`config.mk`:
```
export PLATFORM = sky130hd
export DESIGN_NAME = rram_cmd_sequencer
export DESIGN_NICKNAME = d
export VERILOG_FILES = /design/src/rtl/rram_cmd_sequencer_pkg.sv /design/src/rtl/rram_we_strobe.sv /design/src/rtl/rram_cmd_sequencer.sv
export SDC_FILE = /design/constraint.sdc
export NUM_CORES = 1
export LEC_CHECK = 0
export BUFFER_PORTS_ARGS = -buffer_cell sky130_fd_sc_hd__buf_2
export CORE_MARGIN = 5
export CORE_UTILIZATION = 55
export CTS_CLUSTER_SIZE = 40
export DETAILED_ROUTE_END_ITERATION = 16
export GPL_ROUTABILITY_DRIVEN = 1
export MAX_ROUTING_LAYER = met4
export PLACE_DENSITY = 0.78
export SYNTH_ARGS = -nofsm -noshare
export SYNTH_HDL_FRONTEND = slang
export SYNTH_HIERARCHICAL = 1
export SYNTH_SLANG_ARGS = --single-unit
```
`constraint.sdc`:
```
create_clock -name clk -period 2.8 [get_ports clk]
set_input_delay 0.56 -clock clk [delete_from_list [all_inputs] [get_ports clk]]
set_output_delay 0.56 -clock clk [all_outputs]
set_load 0.01 [all_outputs]
```
`src/rtl/rram_cmd_sequencer_pkg.sv`:
```
// Shared encodings and default strobe timing for the RRAM command/address/data
// nibble interface, used by the host sequencer and the chip-side model.
package rram_cmd_sequencer_pkg;

    typedef enum logic [2:0] {
        ST_IDLE    = 3'd0,
        ST_CE_LEAD = 3'd1,
        ST_SETUP   = 3'd2,
        ST_WE_LO   = 3'd3,
        ST_HOLD    = 3'd4,
        ST_NEXT    = 3'd5,
        ST_FINISH  = 3'd6
    } state_e;

    typedef enum logic [1:0] {
        PH_CMD  = 2'd0,
        PH_ADDR = 2'd1,
        PH_DATA = 2'd2
    } phase_e;

    localparam int DEF_ADDR_NIBBLES = 2;
    localparam int DEF_T_SETUP      = 1;
    localparam int DEF_T_WP         = 2;
    localparam int DEF_T_HOLD       = 1;

    // Counter reload for a dwell of t cycles: the counter expires when it reads zero.
    function automatic logic [3:0] reloadVal(input int t);
        return 4'(t - 1);
    endfunction

endpackage

```
`src/rtl/rram_we_strobe.sv`:
```
// Write-strobe timing engine: owns the dwell counter and the transaction state,
// produces WE and flags the end of each nibble's HOLD window.
module rram_we_strobe
    import rram_cmd_sequencer_pkg::*;
#(
    parameter int T_SETUP = DEF_T_SETUP,
    parameter int T_WP    = DEF_T_WP,
    parameter int T_HOLD  = DEF_T_HOLD
) (
    input  logic   clk,
    input  logic   rst_n,
    input  logic   i_start,
    input  logic   i_more,
    output logic   o_we,
    output state_e o_state,
    output logic   o_loadNibble,
    output logic   o_nibbleDone
);

    state_e     r_state;
    state_e     w_stateNext;
    logic [3:0] r_cnt;
    logic [3:0] w_cntNext;
    logic       r_we;
    logic       w_cntZero;

    assign w_cntZero = (r_cnt == 4'd0);

    // NEXT takes no cycle: the decision to start another nibble or finish is
    // folded into the exit of HOLD.
    always_comb begin
        w_stateNext = r_state;
        case (r_state)
            ST_IDLE:    if (i_start)  w_stateNext = ST_CE_LEAD;
            ST_CE_LEAD: if (w_cntZero) w_stateNext = ST_SETUP;
            ST_SETUP:   if (w_cntZero) w_stateNext = ST_WE_LO;
            ST_WE_LO:   if (w_cntZero) w_stateNext = ST_HOLD;
            ST_HOLD:    if (w_cntZero) w_stateNext = i_more ? ST_SETUP : ST_FINISH;
            ST_FINISH:  w_stateNext = ST_IDLE;
            default:    w_stateNext = ST_IDLE;
        endcase

        w_cntNext = w_cntZero ? r_cnt : r_cnt - 4'd1;
        if (w_stateNext != r_state) begin
            case (w_stateNext)
                ST_CE_LEAD, ST_SETUP: w_cntNext = reloadVal(T_SETUP);
                ST_WE_LO:             w_cntNext = reloadVal(T_WP);
                ST_HOLD:              w_cntNext = reloadVal(T_HOLD);
                default:              w_cntNext = 4'd0;
            endcase
        end

        o_loadNibble = (w_stateNext == ST_SETUP) && (r_state != ST_SETUP);
        o_nibbleDone = (r_state == ST_HOLD) && w_cntZero;
    end

    always_ff @(posedge clk or negedge rst_n) begin
        if (!rst_n) begin
            r_state <= ST_IDLE;
            r_cnt   <= 4'd0;
            r_we    <= 1'b1;
        end else begin
            r_state <= w_stateNext;
            r_cnt   <= w_cntNext;
            r_we    <= (w_stateNext != ST_WE_LO);
        end
    end

    assign o_we    = r_we;
    assign o_state = r_state;

endmodule

```
`src/rtl/rram_cmd_sequencer.sv`:
```
// Host-side transmitter: accepts one request and serialises command, optional
// address and optional data nibbles onto the chip's IO/CE/WE/CLE/ALE pins.
module rram_cmd_sequencer
    import rram_cmd_sequencer_pkg::*;
#(
    parameter int ADDR_NIBBLES = DEF_ADDR_NIBBLES,
    parameter int T_SETUP      = DEF_T_SETUP,
    parameter int T_WP         = DEF_T_WP,
    parameter int T_HOLD       = DEF_T_HOLD
) (
    input  logic                      clk,
    input  logic                      rst_n,
    input  logic                      req_valid,
    output logic                      req_ready,
    input  logic [3:0]                req_cmd,
    input  logic                      req_has_addr,
    input  logic [4*ADDR_NIBBLES-1:0] req_addr,
    input  logic                      req_has_data,
    input  logic [3:0]                req_data,
    output logic                      busy,
    output logic                      done,
    output logic [3:0]                IO,
    output logic                      CE,
    output logic                      WE,
    output logic                      CLE,
    output logic                      ALE
);

    localparam logic [1:0] LAST_IDX = 2'(ADDR_NIBBLES - 1);

    logic                      r_ready;
    logic                      r_busy;
    logic                      r_done;
    logic [3:0]                r_io;
    logic                      r_ce;
    logic                      r_cle;
    logic                      r_ale;
    logic [3:0]                r_cmd;
    logic                      r_hasAddr;
    logic [4*ADDR_NIBBLES-1:0] r_addr;
    logic                      r_hasData;
    logic [3:0]                r_data;
    phase_e                    r_phase;
    logic [1:0]                r_idx;

    logic                      w_accept;
    logic                      w_more;
    logic                      w_loadNibble;
    logic                      w_nibbleDone;
    logic                      w_finish;
    logic                      w_we;
    state_e                    w_state;
    phase_e                    w_nextPhase;
    logic [1:0]                w_nextIdx;
    logic [3:0]                w_nibble;

    assign w_accept = req_valid && r_ready;
    assign w_finish = w_nibbleDone && !w_more;

    rram_we_strobe #(
        .T_SETUP (T_SETUP),
        .T_WP    (T_WP),
        .T_HOLD  (T_HOLD)
    ) u_strobe (
        .clk          (clk),
        .rst_n        (rst_n),
        .i_start      (w_accept),
        .i_more       (w_more),
        .o_we         (w_we),
        .o_state      (w_state),
        .o_loadNibble (w_loadNibble),
        .o_nibbleDone (w_nibbleDone)
    );

    // Whether another nibble follows the one currently on the bus, and which.
    always_comb begin
        w_more = 1'b0;
        case (r_phase)
            PH_CMD:  w_more = r_hasAddr || r_hasData;
            PH_ADDR: w_more = (r_idx != LAST_IDX) || r_hasData;
            default: w_more = 1'b0;
        endcase

        w_nextPhase = PH_CMD;
        w_nextIdx   = 2'd0;
        if (w_nibbleDone) begin
            case (r_phase)
                PH_CMD:  w_nextPhase = r_hasAddr ? PH_ADDR : PH_DATA;
                PH_ADDR: begin
                    if (r_idx != LAST_IDX) begin
                        w_nextPhase = PH_ADDR;
                        w_nextIdx   = r_idx + 2'd1;
                    end else begin
                        w_nextPhase = PH_DATA;
                    end
                end
                default: w_nextPhase = PH_DATA;
            endcase
        end

        w_nibble = 4'd0;
        case (w_nextPhase)
            PH_CMD:  w_nibble = r_cmd;
            PH_DATA: w_nibble = r_data;
            PH_ADDR: begin
                for (int i = 0; i < ADDR_NIBBLES; i++) begin
                    if (w_nextIdx == 2'(i)) w_nibble = r_addr[4*i +: 4];
                end
            end
            default: w_nibble = 4'd0;
        endcase
    end

    always_ff @(posedge clk or negedge rst_n) begin
        if (!rst_n) begin
            r_cmd     <= 4'd0;
            r_hasAddr <= 1'b0;
            r_addr    <= '0;
            r_hasData <= 1'b0;
            r_data    <= 4'd0;
        end else if (w_accept) begin
            r_cmd     <= req_cmd;
            r_hasAddr <= req_has_addr;
            r_addr    <= req_addr;
            r_hasData <= req_has_data;
            r_data    <= req_data;
        end
    end

    // IO/CLE/ALE move only when a SETUP window opens or the transaction finishes.
    always_ff @(posedge clk or negedge rst_n) begin
        if (!rst_n) begin
            r_ready <= 1'b1;
            r_busy  <= 1'b0;
            r_done  <= 1'b0;
            r_io    <= 4'd0;
            r_ce    <= 1'b1;
            r_cle   <= 1'b0;
            r_ale   <= 1'b0;
            r_phase <= PH_CMD;
            r_idx   <= 2'd0;
        end else begin
            r_done <= 1'b0;
            if (w_accept) begin
                r_ready <= 1'b0;
                r_busy  <= 1'b1;
                r_ce    <= 1'b0;
            end
            if (w_loadNibble) begin
                r_phase <= w_nextPhase;
                r_idx   <= w_nextIdx;
                r_io    <= w_nibble;
                r_cle   <= (w_nextPhase == PH_CMD);
                r_ale   <= (w_nextPhase == PH_ADDR);
            end
            if (w_finish) begin
                r_ce   <= 1'b1;
                r_cle  <= 1'b0;
                r_ale  <= 1'b0;
                r_io   <= 4'd0;
                r_done <= 1'b1;
            end
            if (w_state == ST_FINISH) begin
                r_ready <= 1'b1;
                r_busy  <= 1'b0;
            end
        end
    end

    assign req_ready = r_ready;
    assign busy      = r_busy;
    assign done      = r_done;
    assign IO        = r_io;
    assign CE        = r_ce;
    assign WE        = w_we;
    assign CLE       = r_cle;
    assign ALE       = r_ale;

endmodule
```
==> results.sh <==
export IMPL_setup_viol=0
export IMPL_track_usage_pct=19.84
export IMPL_ys_seq_elements=40
export IMPL_gpl_final_weighted_congestion=0.8281
export IMPL_die_x_um=69.00
export IMPL_power_mw=2.044
export IMPL_grt_start_max_net_pins=41
export IMPL_critPathBufInv=2
export IMPL_remaining_drc_errors=0
export IMPL_maxSlewHeadroom_pct=43.84
export IMPL_busiest_layer="met2"
export IMPL_grt_pass1_wl_um=6762
export IMPL_syn2layout_area_growth_pct=13.20
export IMPL_ant_nets=0
export IMPL_grtUsageMet3_pct=4.052
export IMPL_drtPass1Iterations=4
export IMPL_synth_area_leaders="dfrtp_1 (48%), mux2_2 (8.8%), dfstp_2 (4.1%), mux2i_1 (2.6%), inv_1 (2.4%)"
export IMPL_clock_path_buffers=2
export IMPL_clk_latency_ns=0.33
export IMPL_p_int_mw=1.322
export IMPL_cts_buffers_inserted=5
export IMPL_fin_worst_skew_ns=0.009859
export IMPL_core_um2=3363
export IMPL_grt_ovfl_total=0
export IMPL_die_h_um=69.00
export IMPL_yosysSeqAreaShare_pct=52.48
export IMPL_ys_flop_type="dfrtp_1"
export IMPL_drv_cap=0
export IMPL_crit_path_start_kind="register"
export IMPL_synth_top_area_share_pct=48.37
export IMPL_viasPerCell=5.671
export IMPL_fillCellCount=306
export IMPL_power_frac_comb_pct=37.2
export IMPL_seq_power_share_pct=49.7
export IMPL_hpwl_um=2881
export IMPL_post_cts_buffers=0
export IMPL_critPathMaxStageDelay_ns=0.42
export IMPL_rows=21
export IMPL_critPathKind="register to register"
export IMPL_syn_num_nets=192
export IMPL_final_hold_violation_count=0
export IMPL_h_tree_depth=2
export IMPL_min_period_ns=2.226
export IMPL_num_antenna_cells=0
export IMPL_drv_slew=0
export IMPL_post_route_period_util_pct=79.49
export IMPL_async_flop_share_pct=100.0
export IMPL_sw_frac_of_total_pct=35.33
export IMPL_grtUsageMet2_pct=30.83
export IMPL_final_common_cell="dfrtp_1"
export IMPL_worst_slew_pin_slew_ns=0.8424
export IMPL_initial_core_util_pct=56.92
export IMPL_grt_antenna_before_repair=0
export IMPL_rsz0062_at_grt="false"
export IMPL_grt_met1_usage_pct=26.07
export IMPL_outcome="finished clean"
export IMPL_cp_top_family="simple AND/OR/NAND/NOR gates"
export IMPL_tns_ns=0
export IMPL_clkPwrFrac_pct=13.1
export IMPL_critPathLaunch="u_strobe/r_cnt[0]"
export IMPL_drive_gt1_share_pct=34.48
export IMPL_root_buffer="clkbuf_4"
export IMPL_p_sw_mw=0.7221
export IMPL_hold_path_class="primary input to asynchronous set/reset pin"
export IMPL_synth_warnings=6
export IMPL_fmax_mhz=449.3
export IMPL_endpoint_kind="register"
export IMPL_drtIter0Drc=132
export IMPL_ctsHoldBuffers=0
export IMPL_synthCells=170
export IMPL_ios=32
export IMPL_drt_wl_total_um=3780
export IMPL_io_buffers=31
export IMPL_yosysTopAreaCell="dfrtp_1"
export IMPL_synth_cell_area_um2=1914
export IMPL_die_area_um2=4760
export IMPL_cts_sinks=40
export IMPL_power_density_nw_per_um2=943.1
export IMPL_wire_per_inst_um=15.18
export IMPL_cts_tree="yes"
export IMPL_crit_chain="inv_1 > ha_1 > nor3b_2 > and3_1 > nor4bb_2 > buf_4 > mux2i_1 > o221ai_1 > o221a_1"
export IMPL_cp_required_ns=3.04
export IMPL_leakage_nw=0.9924
export IMPL_clk_pin_slew_ns=0.12
export IMPL_final_cell_mix="dfrtp_1 (37), buf_2 (31), mux2_2 (15)"
export IMPL_ir_drop_mv=0.4569
export IMPL_num_vias=1412
export IMPL_critPathArrivalTime_ns=2.46
export IMPL_synth_area_per_cell_um2=11.26
export IMPL_rr_startpoint="u_strobe/r_cnt[0]"
export IMPL_finalNetCount=225
export IMPL_synth_edff_count=0
export IMPL_cp_max_fo=6
export IMPL_post_cts_resized=0
export IMPL_slowest_stage="dfrtp_1"
export IMPL_grt_pass1_vias=1406
export IMPL_synth_cell_types=42
per-layer routing:
metal	wire length (µm)	vias to the layer above
met4	29	0
met1	1685	693
li1	-	679
met3	196	5
met5	0	-
met2	1868	35
cells in the mapped netlist, types with 2 or more instances:
cell type,instances
o21ai_0,6
or2_2,3
o221ai_1,4
o221a_1,4
a21oi_1,5
nand3_1,2
inv_1,12
clkbuf_1,4
and2b_1,4
a31o_2,3
nand3b_1,3
nand2b_1,3
nor3_1,5
nor2_1,6
nor2b_1,3
mux2_2,15
buf_2,5
a211oi_1,4
dfrtp_1,37
and3_1,6
nand2_1,8
dfstp_2,3
o21a_1,2
mux2i_1,5
registers in the layout, indices dropped and copies added (netlist names), 2 cells and up:
signal / flops
r_phase: 2
r_cmd: 4
IO: 4
u_strobe/r_cnt: 4
r_data: 4
u_strobe/o_state: 3
r_idx: 2
r_addr: 8
cell families (layout without fill, tap and decap cells):
kind of cell,Yosys count,count (layout),share of synthesized area [%]
flops,40,40,52.48
compound gates,35,35,13.99
mux,20,20,11.44
buf+inv,22,55,4.836
simple gates,51,51,16.15
xor+xnor,1,1,0.4576
fa+ha+maj,1,1,0.6535
worst paths after layout:
| path | to | slack [ns] | depth (start not counted) |
|---|---|---|---|
| worst max-delay path | IO[2] | 0.57 | 9 |
| worst min-delay path | u_strobe/o_state[0] | 0.32 | 1 |
| worst max register to register | IO[2] | 0.57 | 9 |
| worst min register to register | CE | 0.49 | 2 |
| max in group asynchronous | r_idx[0] | 1.95 | 1 |
| min in group clk | req_ready | 0.38 | 2 |
final cells by class:
type,instances,area [µm²],area share (%)
Multi-Input combinational cell,108,817.0,37.70
Timing Repair Buffer,36,192.7,8.891
Clock buffer,5,37.54,1.732
Inverter,12,45.04,2.079
Sequential cell,40,1005,46.36
Tap cell,46,57.56,2.656
Clock inverter,2,12.51,0.5774
per-stage QoR:
stage                     cell area, µm²  std cells  setup slack (ns)  utilization (%)  hold WS [ns]
after floorplan                     1914        170            0.4856                -        0.2644
after global placement              2117        242            0.7087            62.95        0.4680
after detailed placement            2117        242            0.5598            62.95        0.4756
after CTS                           2167        249            0.5560            64.43        0.3384
after global routing                2167        249            0.4110            64.43        0.3555
final                               2167        249            0.5744            64.43        0.3176
power groups by stage:
| stage | Clock [mW] | Combinational, mW | Sequential (mW) |
|---|---|---|---|
| 2_1_floorplan | 0 | 0.581 | 0.975 |
| 3_3_place_gp | 0 | 0.733 | 1.02 |
| 3_5_place_dp | 0 | 0.768 | 1.03 |
| 4_1_cts | 0.282 | 0.770 | 1.02 |
| 5_1_grt | 0.309 | 0.856 | 1.05 |
| 6_report | 0.268 | 0.760 | 1.01 |
(Power assumes the default switching activity.)
